## config.mk

```make
export PLATFORM = sky130hd
export DESIGN_NAME = pwm_peripheral_flat
export DESIGN_NICKNAME = d
export VERILOG_FILES = /design/src/rtl/pwm_peripheral_if.sv /design/src/rtl/pwm_peripheral.sv /design/src/flat_wrapper.sv
export SDC_FILE = /design/constraint.sdc
export NUM_CORES = 1
export LEC_CHECK = 0
export BUFFER_PORTS_ARGS = -buffer_cell sky130_fd_sc_hd__buf_2
export CAP_MARGIN = 0
export CORE_ASPECT_RATIO = 0.7
export CORE_MARGIN = 2
export CORE_UTILIZATION = 56
export DETAILED_ROUTE_END_ITERATION = 7
export GPL_ROUTABILITY_DRIVEN = 0
export PLACE_DENSITY = 0.84
export SLEW_MARGIN = 10
export SYNTH_ARGS = -nofsm -noshare
export SYNTH_HDL_FRONTEND = slang
export SYNTH_SLANG_ARGS = --single-unit
```

## constraint.sdc

```tcl
create_clock -name clk -period 2.2 [get_ports clk]
set_input_delay 0.66 -clock clk [delete_from_list [all_inputs] [get_ports clk]]
set_output_delay 0.66 -clock clk [all_outputs]
set_load 0.03 [all_outputs]
```

## src/rtl/pwm_peripheral_if.sv

```systemverilog
// Configuration bytes from the SPI register-write stage (SCLK domain) into the PWM block.
interface pwm_peripheral_if;
   logic [7:0] en_reg_out_7_0;
   logic [7:0] en_reg_out_15_8;
   logic [7:0] en_reg_pwm_7_0;
   logic [7:0] en_reg_pwm_15_8;
   logic [7:0] pwm_duty_cycle;

   modport master (
      output en_reg_out_7_0, en_reg_out_15_8,
      output en_reg_pwm_7_0, en_reg_pwm_15_8,
      output pwm_duty_cycle
   );

   modport slave (
      input en_reg_out_7_0, en_reg_out_15_8,
      input en_reg_pwm_7_0, en_reg_pwm_15_8,
      input pwm_duty_cycle
   );
endinterface

```

## src/rtl/pwm_peripheral.sv

```systemverilog
// Drives 16 outputs as static high, static low or a shared 8-bit PWM waveform,
// with SPI-domain configuration synchronized into the system clock domain.
module pwm_peripheral #(
   parameter int unsigned CLK_DIV = 3000
) (
   input  logic                   clk,
   input  logic                   rst_n,
   pwm_peripheral_if.slave        cfg,
   output logic [15:0]            out
);
   localparam logic [15:0] DIV_LAST = 16'(CLK_DIV - 1);

   logic [15:0] en_out_meta, en_out_s;
   logic [15:0] en_pwm_meta, en_pwm_s;
   logic [7:0]  duty_meta, duty_s, duty_prev;
   logic [7:0]  duty_shadow;
   logic [7:0]  pwm_cnt;
   logic [15:0] prescaler;
   logic        tick, boundary, duty_ok, pwm_hi;
   logic [15:0] out_next;

   always_ff @(posedge clk or negedge rst_n) begin
      if (!rst_n) begin
         en_out_meta <= '0;
         en_out_s    <= '0;
         en_pwm_meta <= '0;
         en_pwm_s    <= '0;
         duty_meta   <= '0;
         duty_s      <= '0;
         duty_prev   <= '0;
      end else begin
         en_out_meta <= {cfg.en_reg_out_15_8, cfg.en_reg_out_7_0};
         en_out_s    <= en_out_meta;
         en_pwm_meta <= {cfg.en_reg_pwm_15_8, cfg.en_reg_pwm_7_0};
         en_pwm_s    <= en_pwm_meta;
         duty_meta   <= cfg.pwm_duty_cycle;
         duty_s      <= duty_meta;
         duty_prev   <= duty_s;
      end
   end

   always_comb begin
      tick     = (prescaler == DIV_LAST);
      boundary = tick && (pwm_cnt == 8'hFF);
      // Two equal consecutive samples mean the multi-bit duty was not caught mid-change.
      duty_ok  = (duty_s == duty_prev);
      pwm_hi   = (duty_shadow == 8'hFF) || (pwm_cnt < duty_shadow);
      out_next = en_out_s & (~en_pwm_s | {16{pwm_hi}});
   end

   always_ff @(posedge clk or negedge rst_n) begin
      if (!rst_n) begin
         prescaler   <= '0;
         pwm_cnt     <= '0;
         duty_shadow <= '0;
         out         <= '0;
      end else begin
         prescaler <= tick ? '0 : prescaler + 16'd1;
         if (tick)
            pwm_cnt <= pwm_cnt + 8'd1;
         if (boundary && duty_ok)
            duty_shadow <= duty_s;
         out <= out_next;
      end
   end
endmodule

```

## src/flat_wrapper.sv

```systemverilog
// flat-port wrapper written by rule: the top's interface ports become plain ports
module pwm_peripheral_flat 
#(
   parameter int unsigned CLK_DIV = 3000
)
  (clk, rst_n, out, cfg_en_reg_out_7_0, cfg_en_reg_out_15_8, cfg_en_reg_pwm_7_0, cfg_en_reg_pwm_15_8, cfg_pwm_duty_cycle);
  pwm_peripheral_if cfg_i ();
  input  logic clk;
  input  logic rst_n;
  output logic [15:0] out;
  input wire logic [$bits(cfg_i.en_reg_out_7_0)-1:0] cfg_en_reg_out_7_0;
  input wire logic [$bits(cfg_i.en_reg_out_15_8)-1:0] cfg_en_reg_out_15_8;
  input wire logic [$bits(cfg_i.en_reg_pwm_7_0)-1:0] cfg_en_reg_pwm_7_0;
  input wire logic [$bits(cfg_i.en_reg_pwm_15_8)-1:0] cfg_en_reg_pwm_15_8;
  input wire logic [$bits(cfg_i.pwm_duty_cycle)-1:0] cfg_pwm_duty_cycle;
  assign cfg_i.en_reg_out_7_0 = cfg_en_reg_out_7_0;
  assign cfg_i.en_reg_out_15_8 = cfg_en_reg_out_15_8;
  assign cfg_i.en_reg_pwm_7_0 = cfg_en_reg_pwm_7_0;
  assign cfg_i.en_reg_pwm_15_8 = cfg_en_reg_pwm_15_8;
  assign cfg_i.pwm_duty_cycle = cfg_pwm_duty_cycle;
  pwm_peripheral #(.CLK_DIV(CLK_DIV)) u_core (.clk(clk), .rst_n(rst_n), .cfg(cfg_i), .out(out));
endmodule
```

==> key figures <==
STA
  • Tmin final: 2.08 ns
  • F_max: roughly 480 MHz
  • Worst-Margin Slew: 0.633 ns
  • Crit share post-route: ~94%
  • Setup TNS: 0 ns
  • Slew headroom: 57.8%
  • RSZ-0062 raised after global routing: false
  • PnR worst setup slack: about 0.12 ns
  • Max-slew violation count: 0
  • Final setup violation count: 0
  • Final Hold Viols: 0
  • Clk_skew: 0.0112 ns

Pwr
  • VDD IR max: around 0.00070 V
  • Switching Share: 21.6%
  • Net switching power: 1.24 mW
  • Proportion of power drawn by the clock network: about half
  • Leakage: 2.74 nW
  • Sequential power share: a little under half
  • Internal Power: 4.51 mW
  • PD cells: 1030 nW/um^2
  • Pwr Total: about 5.8 mW
  • Combinational share of power: 3.0%

Yosys
  • Warnings from Yosys: 0
  • Fraction of registers with async set/reset: 100%
  • EDFF count, synth: 0
  • Syn Inst Count: 292
  • Register area share after synthesis: 75.9%
  • Syn avg cell area: 15.4 um^2
  • Number of synthesized register bits: 136
  • Synth cell types: 34
  • Main synth FF type: dfrtp_1
  • Mapped cell area: 4490 um^2
  • Syn nets: ~340

Place
  • Post-place setup slack: 0.0763 ns
  • DP HPWL: 5.17 mm
  • Placed Instances: 451
  • IO Port Bufs: 57

Clock tree
  • H-tree depth: 4
  • TritonCTS clock tree: done
  • Clock tree buffer depth: 2
  • CTS Hold Bufs: 0
  • Clock sinks: 136
  • Clock edge transition at the registers on the reported setup and hold paths: about 0.060 ns
  • Worst-Skew Late Latency: 0.42 ns
  • Clk root buf: clkbuf_16
  • Number of buffers created by CTS: 17

Global routing
  • Largest net degree at the start of global routing: 47
  • Vias in the first global route: 2,744
  • Grt ovf: 0
  • Initial antenna violation count: 0
  • Gr usage total: ~22%
  • Global-route wire length before repair: 14.0 mm

Final layout
  • Share of cells above drive strength 1: 28.3%
  • Register area: between 3000 and 4000 um^2
  • Multi-input logic area: 977 um^2
  • Fin cells: 483
  • Number of antenna diodes: 0
  • Fillers: between 400 and 500
  • Fin util: 71.3%
  • Most common cell after layout, fill and taps aside: dfrtp_1
  • Commonest cells after routing, fill and taps aside: dfrtp_1 (136), buf_2 (56), inv_1 (24)
  • # nets final: 420
  • Synthesis-to-layout area growth: 24.1%

Floorplan
  • Total core area: 7800 um^2
  • Starting density of the core: a little under three fifths
  • Die height: 78.9 um
  • Die ar.: 8750 um^2
  • Die Wd: 111 um
  • Row cnt: 27
  • Total I/O pin count: 58

Drt
  • Final wirelength: between 8 and 9 mm
  • Antenna Nets Post-Route: 0
  • Drt initial violations: 136
  • Routed len/inst: approximately 18 um
  • Pre-Repair DR Iteration Count: 4
  • Vias/cell: 5.22
  • DRC Markers: 0
  • DR vias: 2,523

Setup path
  • Max incr delay on CP: 0.50 ns
  • Slowest CP cell: or4_4
  • Crit Path Category: reg2reg
  • Worst EP required: roughly 2.5 ns
  • CP Max Fanout: 8
  • CP Capture Type: flop
  • Worst Setup Start Kind: flop
  • Crit path cell chain: ha_1, nand2_1, or4_4, nor3_4, nand2_4, mux2_4
  • WP data arrival: 2.38 ns

Hold path
  • Hold crit path type: in2async

Flow run
  • Number of max-cap violations: 0

Run status
  • Status: finished clean
-- cell usage after synthesis (all sizes together) (3+ instances only) --
cell type / instances / share of area [%]
dfrtp: 136 / 76
inv: 24 / 2.0
xnor2: 18 / 3.5
a31oi: 17 / 2.4
nand2: 13 / 1.3
nor2: 10 / 0.84
xor2: 10 / 2.0
ha: 9 / 2.5
mux2: 9 / 2.9
nand3: 7 / 0.78
nand4: 5 / 0.70
and4: 4 / 0.78
nor3: 4 / 0.70
and3: 3 / 0.47
-- final timing paths --
kind	startpoint	end	slack [ns]	depth (start not counted)
worst max-delay path	u_core.prescaler[0]$_DFF_PN0_	u_core.duty_shadow[5]$_DFFE_PN0P_	0.12	6
worst min-delay path	rst_n	u_core.out[14]$_DFF_PN0_	0.22	1
worst max register to register	u_core.prescaler[0]$_DFF_PN0_	u_core.duty_shadow[5]$_DFFE_PN0P_	0.12	6
worst min register to register	u_core.en_out_meta[0]$_DFF_PN0_	u_core.en_out_s[0]$_DFF_PN0_	0.35	0
max in group asynchronous	rst_n	u_core.prescaler[0]$_DFF_PN0_	1.34	2
min in group clk	cfg_en_reg_pwm_15_8[3]	u_core.en_pwm_meta[11]$_DFF_PN0_	0.34	1
-- repair_timing --
item	in CTS	in global routing
buffers inserted	0	0
setup endpoints to repair	0	8
hold endpoints to repair	0	0
resized for setup	0	0
-- flip-flops by register name, summed over array words and instances (netlist names) --
name                flops
u_core.en_out_s        16
u_core.out             16
u_core.duty_shadow      8
u_core.en_out_meta     16
u_core.duty_prev        8
u_core.duty_s           8
u_core.en_pwm_s        16
u_core.pwm_cnt          8
u_core.duty_meta        8
u_core.en_pwm_meta     16
u_core.prescaler       16
-- area by class of cell --
class,instances,area share [%]
multi-input cells,128,17.6
repair buffers,62,6.29
clock buffers,19,8.13
flip-flops and latches,136,61.1
well taps,101,2.27
inverters,24,1.62
clock inverters,13,3.01
-- power by group through the flow --
stage	registers, mW	clock network, mW	logic, mW
floorplan	2.70	0	0.0257
global placement	2.67	0	0.166
detailed placement	2.68	0	0.173
CTS	2.64	2.98	0.178
global route	2.65	3.08	0.193
finish	2.64	2.94	0.172
-- cells by family after synthesis --
family,Yosys count,synth area share (%)
compound gates,26,3.71
mux,9,2.93
xor+xnor,28,5.47
simple gates,56,7.17
flops,136,75.9
fa+ha+maj,9,2.51
buf+inv,28,2.34
-- layer usage --
metal / vias to the layer above / track usage, % / wire [um]
li1: 1134 / - / -
met1: 1303 / 24.4 / 3340
met2: 69 / 39.1 / 4740
met3: 17 / 8.47 / 445
met4: 0 / 9.38 / 145
met5: - / 0 / 0
-- critical path, delay by kind of cell, from the launching register on --
family,cells,cell delay [ns]
multiplexers,1,0.33
flip-flops,1,0.39
adder cells (fa/ha/maj),1,0.24
AND/OR/NAND/NOR,4,1.00
-- stage by stage --
step	hold WS, ns	cell area [um^2]
after floorplan	0.331	4490
after global placement	0.331	4950
after detailed placement	0.335	4950
after CTS	0.222	5570
after global routing	0.246	5570
final	0.216	5570
Note: power is estimated with default switching activity, not from simulation.
